File: config.mk
export PLATFORM = sky130hd
export DESIGN_NAME = counter_sweep_ctrl
export DESIGN_NICKNAME = d
export VERILOG_FILES = /design/src/rtl/counter_sweep_ctrl.sv
export SDC_FILE = /design/constraint.sdc
export NUM_CORES = 1
export LEC_CHECK = 0
export ABC_AREA = 1
export BUFFER_PORTS_ARGS = -buffer_cell sky130_fd_sc_hd__buf_2
export CAP_MARGIN = 40
export CORE_MARGIN = 2
export CORE_UTILIZATION = 24
export CTS_CLUSTER_SIZE = 8
export DETAILED_ROUTE_END_ITERATION = 12
export MAX_ROUTING_LAYER = met4
export SYNTH_ARGS = -nofsm -noshare
export SYNTH_HDL_FRONTEND = slang
export SYNTH_SLANG_ARGS = --single-unit
File: constraint.sdc
create_clock -name CLK -period 1.56 [get_ports CLK]
set_clock_uncertainty 0.05 [all_clocks]
set_input_delay 0.312 -clock CLK [delete_from_list [all_inputs] [get_ports CLK]]
set_output_delay 0.312 -clock CLK [all_outputs]
set_load 0.01 [all_outputs]
File: src/rtl/counter_sweep_ctrl.sv
// Triangular sweep sequencer for the up/down counter datapath.
// Clears the count, ramps it between two limits with a dwell at each end, and counts completed sweeps.
`timescale 1ns/1ps

module counter_sweep_ctrl #(
    parameter int WIDTH   = 6,
    parameter int DWELL_W = 4,
    parameter int SWEEP_W = 8
) (
    input  logic               CLK,
    input  logic               reset,
    input  logic               start,
    input  logic               stop,
    input  logic [WIDTH-1:0]   lo_limit,
    input  logic [WIDTH-1:0]   hi_limit,
    input  logic [DWELL_W-1:0] dwell,
    input  logic [WIDTH-1:0]   count_in,
    output logic               direction,
    output logic               step_en,
    output logic               clr,
    output logic               busy,
    output logic               cfg_err,
    output logic [SWEEP_W-1:0] sweeps
);

    typedef enum logic [2:0] {
        S_IDLE,
        S_CLR,
        S_UP,
        S_HOLD_HI,
        S_DOWN,
        S_HOLD_LO
    } state_t;

    state_t             state_q, state_d;
    logic [WIDTH-1:0]   lo_q, lo_d;
    logic [WIDTH-1:0]   hi_q, hi_d;
    logic [DWELL_W-1:0] dwell_q, dwell_d;
    logic [DWELL_W-1:0] dcnt_q, dcnt_d;
    logic               cfg_err_q, cfg_err_d;
    logic [SWEEP_W-1:0] sweeps_q, sweeps_d;

    logic at_hi;
    logic at_lo;
    logic dwell_done;

    assign at_hi      = (count_in == hi_q);
    assign at_lo      = (count_in == lo_q);
    assign dwell_done = (dcnt_q == '0);

    // Next-state and datapath controls; stop overrides everything outside IDLE.
    always_comb begin
        state_d   = state_q;
        lo_d      = lo_q;
        hi_d      = hi_q;
        dwell_d   = dwell_q;
        dcnt_d    = dcnt_q;
        cfg_err_d = cfg_err_q;
        sweeps_d  = sweeps_q;
        direction = 1'b0;
        step_en   = 1'b0;
        clr       = 1'b0;
        busy      = (state_q != S_IDLE);

        unique case (state_q)
            S_IDLE: begin
                if (!stop && start) begin
                    if (lo_limit < hi_limit) begin
                        lo_d      = lo_limit;
                        hi_d      = hi_limit;
                        dwell_d   = dwell;
                        cfg_err_d = 1'b0;
                        state_d   = S_CLR;
                    end else begin
                        cfg_err_d = 1'b1;
                    end
                end
            end
            S_CLR: begin
                clr     = 1'b1;
                state_d = S_UP;
            end
            S_UP: begin
                step_en = !at_hi;
                if (at_hi) begin
                    state_d = S_HOLD_HI;
                    dcnt_d  = dwell_q;
                end
            end
            S_HOLD_HI: begin
                direction = 1'b1;
                if (dwell_done) begin
                    state_d = S_DOWN;
                end else begin
                    dcnt_d = dcnt_q - DWELL_W'(1);
                end
            end
            S_DOWN: begin
                direction = 1'b1;
                step_en   = !at_lo;
                if (at_lo) begin
                    state_d  = S_HOLD_LO;
                    dcnt_d   = dwell_q;
                    sweeps_d = sweeps_q + SWEEP_W'(1);
                end
            end
            S_HOLD_LO: begin
                if (dwell_done) begin
                    state_d = S_UP;
                end else begin
                    dcnt_d = dcnt_q - DWELL_W'(1);
                end
            end
            default: begin
                state_d = S_IDLE;
            end
        endcase

        if (stop && (state_q != S_IDLE)) begin
            step_en  = 1'b0;
            clr      = 1'b0;
            state_d  = S_IDLE;
            dcnt_d   = dcnt_q;
            sweeps_d = sweeps_q;
        end
    end

    // State, captured configuration and status registers.
    always_ff @(posedge CLK or posedge reset) begin
        if (reset) begin
            state_q   <= S_IDLE;
            lo_q      <= '0;
            hi_q      <= '0;
            dwell_q   <= '0;
            dcnt_q    <= '0;
            cfg_err_q <= 1'b0;
            sweeps_q  <= '0;
        end else begin
            state_q   <= state_d;
            lo_q      <= lo_d;
            hi_q      <= hi_d;
            dwell_q   <= dwell_d;
            dcnt_q    <= dcnt_d;
            cfg_err_q <= cfg_err_d;
            sweeps_q  <= sweeps_d;
        end
    end

    assign cfg_err = cfg_err_q;
    assign sweeps  = sweeps_q;

endmodule

==> metrics.md, run 1 <==
| Metric | Value |
|---|---|
| N_diodes | `0` |
| Delay of the slowest cell on the worst path | `just over 0.4 ns` |
| Seq pwr share | `a little under a third` |
| Crit path from | `lo_q[4]` |
| #FFs+latches synth | `32` |
| Slowest stage cell, crit path | `dfrtp_1` |
| DP HPWL | `roughly 3600 um` |
| Largest net degree at the start of global routing | `33` |
| Post-placement cell count | `~450` |
| CP required | `1.20 ns` |
| Die ar. | `approximately 0.0095 mm2` |
| Final setup vio count | `18` |
| Post-Layout Inst Area | `0.003012 mm2` |
| Clk Latency, worst-skew pair | `0.28 ns` |
| Synth area leader | `dfrtp_1` |
| Unique masters post-synth | `26` |
| Worst-case clock buffer depth | `2` |
| Post-synthesis sequential area ratio | `38.19%` |
| Post-route minimum period | `around 1.8 ns` |
| Max Cap Viol | `0` |
| Most used cell, CP | `nand2_2` |
| H-tree Lvls | `2` |
| CP endpoint kind | `output port` |
| Switch Pwr | `approximately 1.8 mW` |
| Violated checks | `negative setup slack` |
| Synth-to-Final Area Change | `43.62%` |
| Total grt overflow | `0` |
| Fillcell total | `approximately 940` |
| CTS Root Cell | `clkbuf_8` |
| CTS sink count | `32` |
| WL final | `roughly 5300 um` |
| Ratio of final minimum period to clock period | `117.0%` |
| Vias in the first global route | `around 1900` |
| Logic pwr share | `53.2%` |
| GP Congestion | `just over 0.8` |
| IO Pins | `39` |
| Yosys top cell area share | `38.19%` |
| Initial DRC Count | `just under 70` |
| Crit-path cells | `nand2_1 -> nand2_1 -> nor2_2 -> nand3_2 -> nand2_2 -> nand2_2 -> nand2_2 -> inv_1 -> buf_2` |
| Outcome | `finished with violations` |
| Clk network pwr share | `15.2%` |
| Via density per instance | `4.228` |
| Tot Pwr | `roughly 4.3 mW` |
| Via count | `2000` |
| Worst Tran Pin Value | `0.4419 ns` |
| Setup ws final | `-0.2659 ns` |
| Ys Warns | `0` |
| PwrDens | `~1400 mW/mm2` |
| Die Ht | `97.48 um` |
| Max FO, Critical Path | `2` |
| Max Fclk | `between 500 and 600 MHz` |
| Clock-pin slew on the worst setup and hold paths | `around 0.07 ns` |
| Pins Over Slew Limit | `0` |
| PortBufs | `38` |
| First-pass iteration count of the detailed router | `4` |
| Initial core utilization | `24.40%` |
| CTS tree | `done` |
| CP Launch Type | `flip-flop` |
| Core area | `0.008593 mm2` |
| WP buf/inv | `2` |
| Nets@finish | `397` |
| DP Area | `0.002556 mm2` |
| Syn Nets | `between 300 and 400` |
| Global-route wire length before repair | `~8400 um` |
| Mapped Area | `0.002097 mm2` |
| Final hold vios | `0` |
| Site Rows | `34` |
| VDD IR max | `between 0.0004 and 0.0005 V` |
| LEAKAGE | `1.531 nW` |
| Sw Ratio | `between 40% and 50%` |
| Crit-path leading delay family | `simple AND/OR/NAND/NOR gates` |
| Mean cell area of the mapped netlist | `7.358 um2` |
| Share of cells above drive strength 1 | `40.82%` |
| Hold crit path type | `input port to async pin` |
| DRC errors left | `0` |
| Final ANT Viol Nets | `0` |
| Slew HR | `a little over two thirds` |
| Int Power | `around 2.6 mW` |
| Avg WL per Cell | `roughly 11 um` |
| Width of the die | `97.48 um` |
| CTS Buf Count | `5` |
| Reg2reg start | `lo_q[4]` |
| Fin cells | `473` |
| Pre-CTS setup slack | `-0.1568 ns` |
| Critical Path AT | `roughly 1.5 ns` |
| Area contributors post-synth | `dfrtp_1 38%, nand2_1 18%, inv_1 9.1%, ha_1 4.2%, nand3_1 3.3%` |
| RSZ-0062 raised after global routing | `yes` |
| Mapped Cells | `285` |
| Initial antenna violation count | `0` |
| GR Util All Layers | `around 11%` |
| Worst Setup Path Type | `flip-flop to output port` |
cell usage after synthesis:
library cell / n
nand2_1: 98
inv_1: 51
dfrtp_1: 32
nand3_1: 14
nor2_1: 13
o21ai_1: 13
ha_1: 7
o21ai_0: 7
o21ai_2: 7
xnor2_1: 6
buf_6: 5
nand2_2: 4
nand4_1: 4
inv_2: 3
nand2_4: 3
xor2_1: 3
a21oi_4: 2
nor2_2: 2
nor2_4: 2
nor3_1: 2
o21a_1: 2
a21oi_1: 1
a31oi_1: 1
nand3_2: 1
nand3_4: 1
o31ai_1: 1
worst min-delay path: stages:
cell	delay [ns]
buf_2	0.09
inv_1	0.04
buf_4	0.38
cell type report:
cell class	count	area (um2)	share of cell area, %
Sequential cell	32	804.5	26.71
Timing Repair Buffer	76	563.0	18.70
Inverter	54	211.5	7.021
Clock buffer	6	82.58	2.742
Tap cell	108	135.1	4.487
Multi-Input combinational cell	195	1205	40.01
Clock inverter	2	10.01	0.3324
through the flow:
stage / hold WS, ns / TNS [ns] / util [%]
2_1_floorplan: 0.3782 / 0 / -
3_3_place_gp: 0.3887 / -2.832 / 29.75
3_5_place_dp: 0.3931 / -3.513 / 29.75
4_1_cts: 0.08091 / -0.4952 / 31.67
5_1_grt: 0.1206 / -3.189 / 35.05
6_report: 0.06767 / -1.456 / 35.05
worst paths after layout:
kind | slack [ns] | end | cells after the start
setup / recovery | -0.27 | step_en | 9
hold / removal | 0.07 | sweeps[6] | 3
setup reg to reg | -0.14 | sweeps[0] | 9
hold reg to reg | 0.45 | dwell_q[1] | 2
max in group asynchronous | 1.05 | state_q[2] | 3
min in group CLK | 0.20 | dwell_q[1] | 3
power groups by stage:
| stage | combinational [mW] | sequential (mW) | clock [mW] |
|---|---|---|---|
| after CTS | 1.96 | 1.36 | 0.697 |
| after global routing | 2.59 | 1.41 | 0.720 |
| after floorplan | 1.26 | 1.30 | 0 |
| final | 2.31 | 1.38 | 0.659 |
| after global placement | 1.79 | 1.36 | 0 |
| after detailed placement | 1.81 | 1.36 | 0 |
sequential cells by signal, indices dropped and copies added (netlist names):
signal and count:
state_q 3, lo_q 6, dwell_q 4, sweeps 8
cfg_err 1, dcnt_q 4, hi_q 6
cells in the final DEF, fill, tap and decap left out, types with 3 or more instances in the layout:
cell and instances:
xnor2_1 5, xor2_1 3, nand4_1 4, buf_12 3
ha_1 5, buf_4 29, inv_1 45, nand2_1 81
dfrtp_2 3, o21ai_1 13, dfrtp_1 29, nor2_1 9
inv_2 7, nand2_2 18, nand3_4 3, o21ai_0 6
nand3_1 10, nand3_2 4, clkbuf_8 6, o21ai_2 8
nor2_2 5, nand2_4 5, nor2_4 3, buf_6 4
buf_2 38
logic make-up (layout without fill, tap and decap cells):
| group | after synthesis | in the layout | share of synthesized area, % |
|---|---|---|---|
| fa+ha+maj | 7 | 7 | 4.176 |
| simple gates | 144 | 145 | 30.67 |
| flops | 32 | 32 | 38.19 |
| buf+inv | 59 | 138 | 12.35 |
| xor+xnor | 9 | 9 | 3.759 |
| compound gates | 34 | 34 | 10.86 |
routing by layer:
layer | track usage [%] | up-vias | routed length [um]
met1 | 12.29 | 927 | 2266
li1 | - | 1037 | -
met4 | 3.526 | 0 | 51
met2 | 19.52 | 30 | 2819
met3 | 2.590 | 6 | 159
met5 | - | - | 0
timing repair:
action | CTS | global route
pin swaps | 5 | 11
setup buffers | 6 | 9
gates resized for setup | 14 | 39
endpoints found under the hold margin | 0 | 0
hold buffers | 0 | 0
setup endpoints to repair | 8 | 33
gates cloned | 0 | 3
Power figures use the tool's default switching activity.
==> run 2, diff against run 1 <==
Settings changed: CORE_ASPECT_RATIO set to 0.7.
==> metrics.md, run 2 (synthesis gave the netlist of run 1 again) <==
| Metric | Value |
|---|---|
| Max FO, Critical Path | `2` |
| Worst-case clock buffer depth | `2` |
| Ratio of final minimum period to clock period | `115.8%` |
| Synth-to-Final Area Change | `41.83%` |
| Hold crit path type | `input port to async pin` |
| Outcome | `finished with violations` |
| Delay of the slowest cell on the worst path | `0.39 ns` |
| Switch Pwr | `1.828 mW` |
| PwrDens | `1555 mW/mm2` |
| Reg2Reg Setup Slack | `~0.030 ns` |
| Width of the die | `roughly 120 um` |
| Int Power | `around 2.8 mW` |
| Slew HR | `between 70% and 80%` |
| PortBufs | `38` |
| CP Launch Type | `flip-flop` |
| Site Rows | `28` |
| CP Depth | `8` |
| Sw Ratio | `between 30% and 40%` |
| Crit-path leading delay family | `simple AND/OR/NAND/NOR gates` |
| Violated checks | `negative setup slack` |
| Die Ht | `between 80 and 90 um` |
| Global-route wire length before repair | `approximately 8500 um` |
| Largest net degree at the start of global routing | `33` |
| WL final | `about 5200 um` |
| LEAKAGE | `around 1.5 nW` |
| Via count | `about 2000` |
| CTS sink count | `32` |
| Commonest cells after routing, fill and taps aside | `91 x nand2_1, 45 x inv_1, 35 x buf_2, 29 x dfrtp_1, 22 x buf_4` |
| Final ANT Viol Nets | `0` |
| Seq pwr share | `~30%` |
| Crit-path cells | `xor2_1 -> nor2_1 -> nand3_2 -> nand2_2 -> nand2_2 -> nand2_2 -> inv_2 -> buf_6` |
| Slowest stage cell, crit path | `dfrtp_1` |
| Worst Setup Path Type | `flip-flop to output port` |
| H-tree Lvls | `2` |
| N_diodes | `0` |
| VDD IR max | `roughly 0.00056 V` |
| Final core utilization | `roughly a third` |
| Hold_buf cts | `0` |
| Worst Hold Slack | `around 0.075 ns` |
| Clk Latency, worst-skew pair | `approximately 0.27 ns` |
| Final hold vios | `0` |
| Reg2reg start | `state_q[0]` |
| Pre-CTS setup slack | `-0.1498 ns` |
| Max Cap Viol | `0` |
| DRC errors left | `0` |
| Vias in the first global route | `1878` |
| Initial DRC Count | `47` |
| DP HPWL | `3781 um` |
| Max reg flops | `8` |
| RSZ-0062 raised after global routing | `yes` |
| Clk network pwr share | `between 20% and 30%` |
| CP endpoint kind | `output port` |
| Post-placement cell count | `about 460` |
| Max Fclk | `between 500 and 600 MHz` |
| Clock-pin slew on the worst setup and hold paths | `about 0.060 ns` |
| Tot Pwr | `approximately 4.6 mW` |
| Worst R2R End | `hi_q[0]` |
| Post-route minimum period | `approximately 1.8 ns` |
| CTS Root Cell | `clkbuf_16` |
| Crit path from | `hi_q[2]` |
| Avg WL per Cell | `~11 um` |
| Fin cells | `roughly 480` |
| GP Congestion | `between 0.8 and 0.9` |
| TNS Setup | `-0.3742 ns` |
| Crit path capture | `step_en` |
| WP buf/inv | `2` |
| Die ar. | `between 0.009 and 0.01 mm2` |
| Pins Over Slew Limit | `0` |
| Post-Layout Inst Area | `between 0.002 and 0.003 mm2` |
| Reg2Reg Depth | `7` |
| Logic pwr share | `just under 50%` |
| Final setup vio count | `4` |
| Core area | `~0.0085 mm2` |
| Share of cells above drive strength 1 | `a little under two fifths` |
| Most used cell, CP | `nand2_2` |
| CTS tree | `done` |
| Worst Tran Pin Value | `slightly above 0.4 ns` |
| CP required | `1.20 ns` |
| Critical Path AT | `roughly 1.4 ns` |
| CTS Buf Count | `5` |
| Total grt overflow | `0` |
| Initial antenna violation count | `0` |
| GR Util All Layers | `between 10% and 20%` |
| First-pass iteration count of the detailed router | `4` |
| DP Area | `roughly 0.0025 mm2` |
| Nets@finish | `roughly 390` |
| Commonest non-fill, non-tap cell in the layout | `nand2_1` |
| Via density per instance | `4.126` |
| Initial core utilization | `between 20% and 30%` |
| Setup ws final | `-0.2467 ns` |
| IO Pins | `39` |
run 2: power groups by stage:
stage               sequential, mW  clock (mW)  combinational, mW
global route                  1.40        1.05               2.52
floorplan                     1.30           0               1.26
detailed placement            1.36           0               1.77
CTS                           1.36        1.01               1.85
global placement              1.35           0               1.73
finish                        1.38       0.984               2.26
run 2: worst min-delay path by stage:
stage / start / endpoint / slack, ns
after floorplan: reset / cfg_err / 0.38
after global placement: reset / dwell_q[0] / 0.39
after detailed placement: reset / dcnt_q[2] / 0.38
final: reset / dcnt_q[0] / 0.08
after global routing: reset / dcnt_q[0] / 0.12
after CTS: reset / dcnt_q[0] / 0.09
run 2: worst min-delay path: stages:
cell and delay (ns):
buf_2 0.10, inv_1 0.04, buf_4 0.37
run 2: metal layers:
layer	vias to the layer above	part of all wire, %	GRT usage (%)	wire length, um
met4	0	1.3	4.881	69
met2	28	46	18.07	2380
met5	-	0	-	0
met3	5	2.9	2.555	149
met1	917	50	15.09	2621
li1	1010	-	-	-
run 2: final cells by class:
| class | count | area (um2) |
|---|---|---|
| fillers | 892 | 5504 |
| flip-flops and latches | 32 | 804.5 |
| multi-input cells | 194 | 1182 |
| clock buffers | 7 | 142.6 |
| repair buffers | 67 | 484.2 |
| clock inverters | 1 | 7.507 |
| inverters | 54 | 202.7 |
| well taps | 120 | 150.1 |
run 2: repair_timing:
item	4_1_cts	5_1_grt
cloned	0	1
setup buffers	3	8
endpoints found under the setup margin	7	20
gates resized for setup	10	38
pin swaps	2	15
==> run 3, diff against run 2 <==
Settings changed: GPL_TIMING_DRIVEN set to 0, SETUP_SLACK_MARGIN set to 0.3.
==> metrics.md, run 3 (synthesis gave the netlist of run 1 again) <==
| Metric | Value |
|---|---|
| Outcome | `finished with violations` |
| Violated checks | `negative setup slack` |
| Hold_buf cts | `0` |
| Critical Path AT | `between 1 and 1.5 ns` |
| Clk Latency, worst-skew pair | `~0.28 ns` |
| Setup ws final | `-0.2635 ns` |
| Global-route wire length before repair | `around 10000 um` |
| Worst-case clock buffer depth | `2` |
| CTS sink count | `32` |
| Worst Hold Slack | `0.008289 ns` |
| Max reg flops | `8` |
| CP endpoint kind | `output port` |
| Max Cap Viol | `0` |
| Post-Layout Inst Area | `0.003536 mm2` |
| GR Util All Layers | `roughly 14%` |
| Via count | `~2100` |
| Worst Setup Path Type | `flip-flop to output port` |
| Avg WL per Cell | `roughly 13 um` |
| Initial core utilization | `about a quarter` |
| Sw Ratio | `around two fifths` |
| Final core utilization | `41.71%` |
| Int Power | `about 3.5 mW` |
| H-tree Lvls | `2` |
| N_diodes | `0` |
| Pre-CTS setup slack | `-0.2507 ns` |
| DRC errors left | `0` |
| CP required | `1.20 ns` |
| RSZ-0062 raised after global routing | `yes` |
| PwrDens | `between 1500 and 2000 mW/mm2` |
| Highest Signal Layer | `met4` |
| DP Area | `around 0.0025 mm2` |
| Nets@finish | `~420` |
| Commonest cells after routing, fill and taps aside | `60 x nand2_1, 38 x inv_1, 34 x buf_2, 31 x nand2_2, 30 x buf_6` |
| Initial antenna violation count | `0` |
| Die Ht | `~82 um` |
| Met1 Wirelength | `between 3000 and 4000 um` |
| Final ANT Viol Nets | `0` |
| CTS tree | `done` |
| Initial DRC Count | `between 80 and 90` |
| Total grt overflow | `0` |
| DP HPWL | `3860 um` |
| LEAKAGE | `1.774 nW` |
| PortBufs | `38` |
| Max Fclk | `around 550 MHz` |
| GP Congestion | `around 0.8` |
| Fillcell total | `roughly 860` |
| Hold crit path type | `input port to async pin` |
| Seq pwr share | `approximately a quarter` |
| Max FO, Critical Path | `2` |
| CP Launch Type | `flip-flop` |
| VDD IR max | `around 0.00066 V` |
| Width of the die | `between 100 and 150 um` |
| Clk network pwr share | `between 20% and 30%` |
| CTS Root Cell | `clkbuf_16` |
| Largest net degree at the start of global routing | `13` |
| Share of cells above drive strength 1 | `a little under three fifths` |
| Clock-pin slew on the worst setup and hold paths | `~0.060 ns` |
| Worst Tran Pin Value | `0.5186 ns` |
| WL final | `roughly 6400 um` |
| Slew HR | `approximately 65%` |
| Die ar. | `between 0.009 and 0.01 mm2` |
| Logic pwr share | `between 50% and 60%` |
| Site Rows | `28` |
| Commonest non-fill, non-tap cell in the layout | `nand2_1` |
| Ratio of final minimum period to clock period | `116.9%` |
| Vias in the first global route | `between 2000 and 2500` |
| Post-route minimum period | `between 1.5 and 2 ns` |
| CTS Buf Count | `5` |
| Met3 Wirelength | `roughly 250 um` |
| First-pass iteration count of the detailed router | `4` |
| IO Pins | `39` |
| Via density per instance | `4.190` |
| Switch Pwr | `~2.2 mW` |
| Synth-to-Final Area Change | `68.62%` |
| Pins Over Slew Limit | `0` |
| Tot Pwr | `5.631 mW` |
| Final setup vio count | `33` |
| Routed met2 length | `~3000 um` |
| Core area | `between 0.008 and 0.009 mm2` |
| Final hold vios | `0` |
run 3: worst paths after layout:
| kind | startpoint | endpoint | slack, ns | cells past startpoint |
|---|---|---|---|---|
| max in group asynchronous | reset | sweeps[2] | 0.96 | 3 |
| hold / removal | reset | lo_q[4] | 0.008 | 2 |
| setup / recovery | hi_q[0] | step_en | -0.26 | 9 |
| setup reg to reg | lo_q[1] | sweeps[0] | -0.15 | 11 |
| min in group CLK | dwell[2] | dwell_q[2] | 0.20 | 3 |
| hold reg to reg | dwell_q[1] | dwell_q[1] | 0.46 | 2 |
run 3: per-layer routing:
layer / GRT usage [%] / up-vias
met5: - / -
met4: 4.286 / 0
met3: 2.701 / 8
met2: 22.63 / 41
met1: 18.93 / 991
li1: - / 1076
run 3: timing repair:
action	4_1_cts	5_1_grt
buffers inserted	28	19
resized for setup	66	63
pin swaps	19	22
endpoints found under the setup margin	36	41
gates cloned	5	0
run 3: per-stage QoR:
step                      setup TNS [ns]  instances
final                             -2.314        505
after global routing              -4.940        505
after CTS                         -1.317        486
after detailed placement          -4.109        445
after global placement            -6.367        443
after floorplan                        0        285
run 3: layout make-up:
cell class | instances | area (um2) | share of cell area, %
Inverter | 54 | 227.7 | 6.440
Timing Repair Buffer | 92 | 749.5 | 21.20
Tap cell | 120 | 150.1 | 4.246
Clock buffer | 7 | 152.6 | 4.317
Sequential cell | 32 | 809.5 | 22.89
Clock inverter | 1 | 30.03 | 0.8493
Buffer | 5 | 63.81 | 1.805
Multi-Input combinational cell | 194 | 1353 | 38.25
run 3: power by group through the flow:
stage	Clock, mW	Combinational, mW	Sequential (mW)
after floorplan	0	1.31	1.31
after global placement	0	1.67	1.32
after detailed placement	0	1.72	1.33
after CTS	1.24	2.51	1.32
after global routing	1.30	3.35	1.39
final	1.21	3.07	1.35
run 3: critical path: stages, from the launching register on:
cell and delay (ns):
dfrtp_1 0.37, nand2_1 0.07, nand2_1 0.06, nor2_2 0.17, nand3_2 0.14, nand2_2 0.09, nand2_2 0.06, nand2_2 0.08
inv_2 0.04, buf_6 0.11
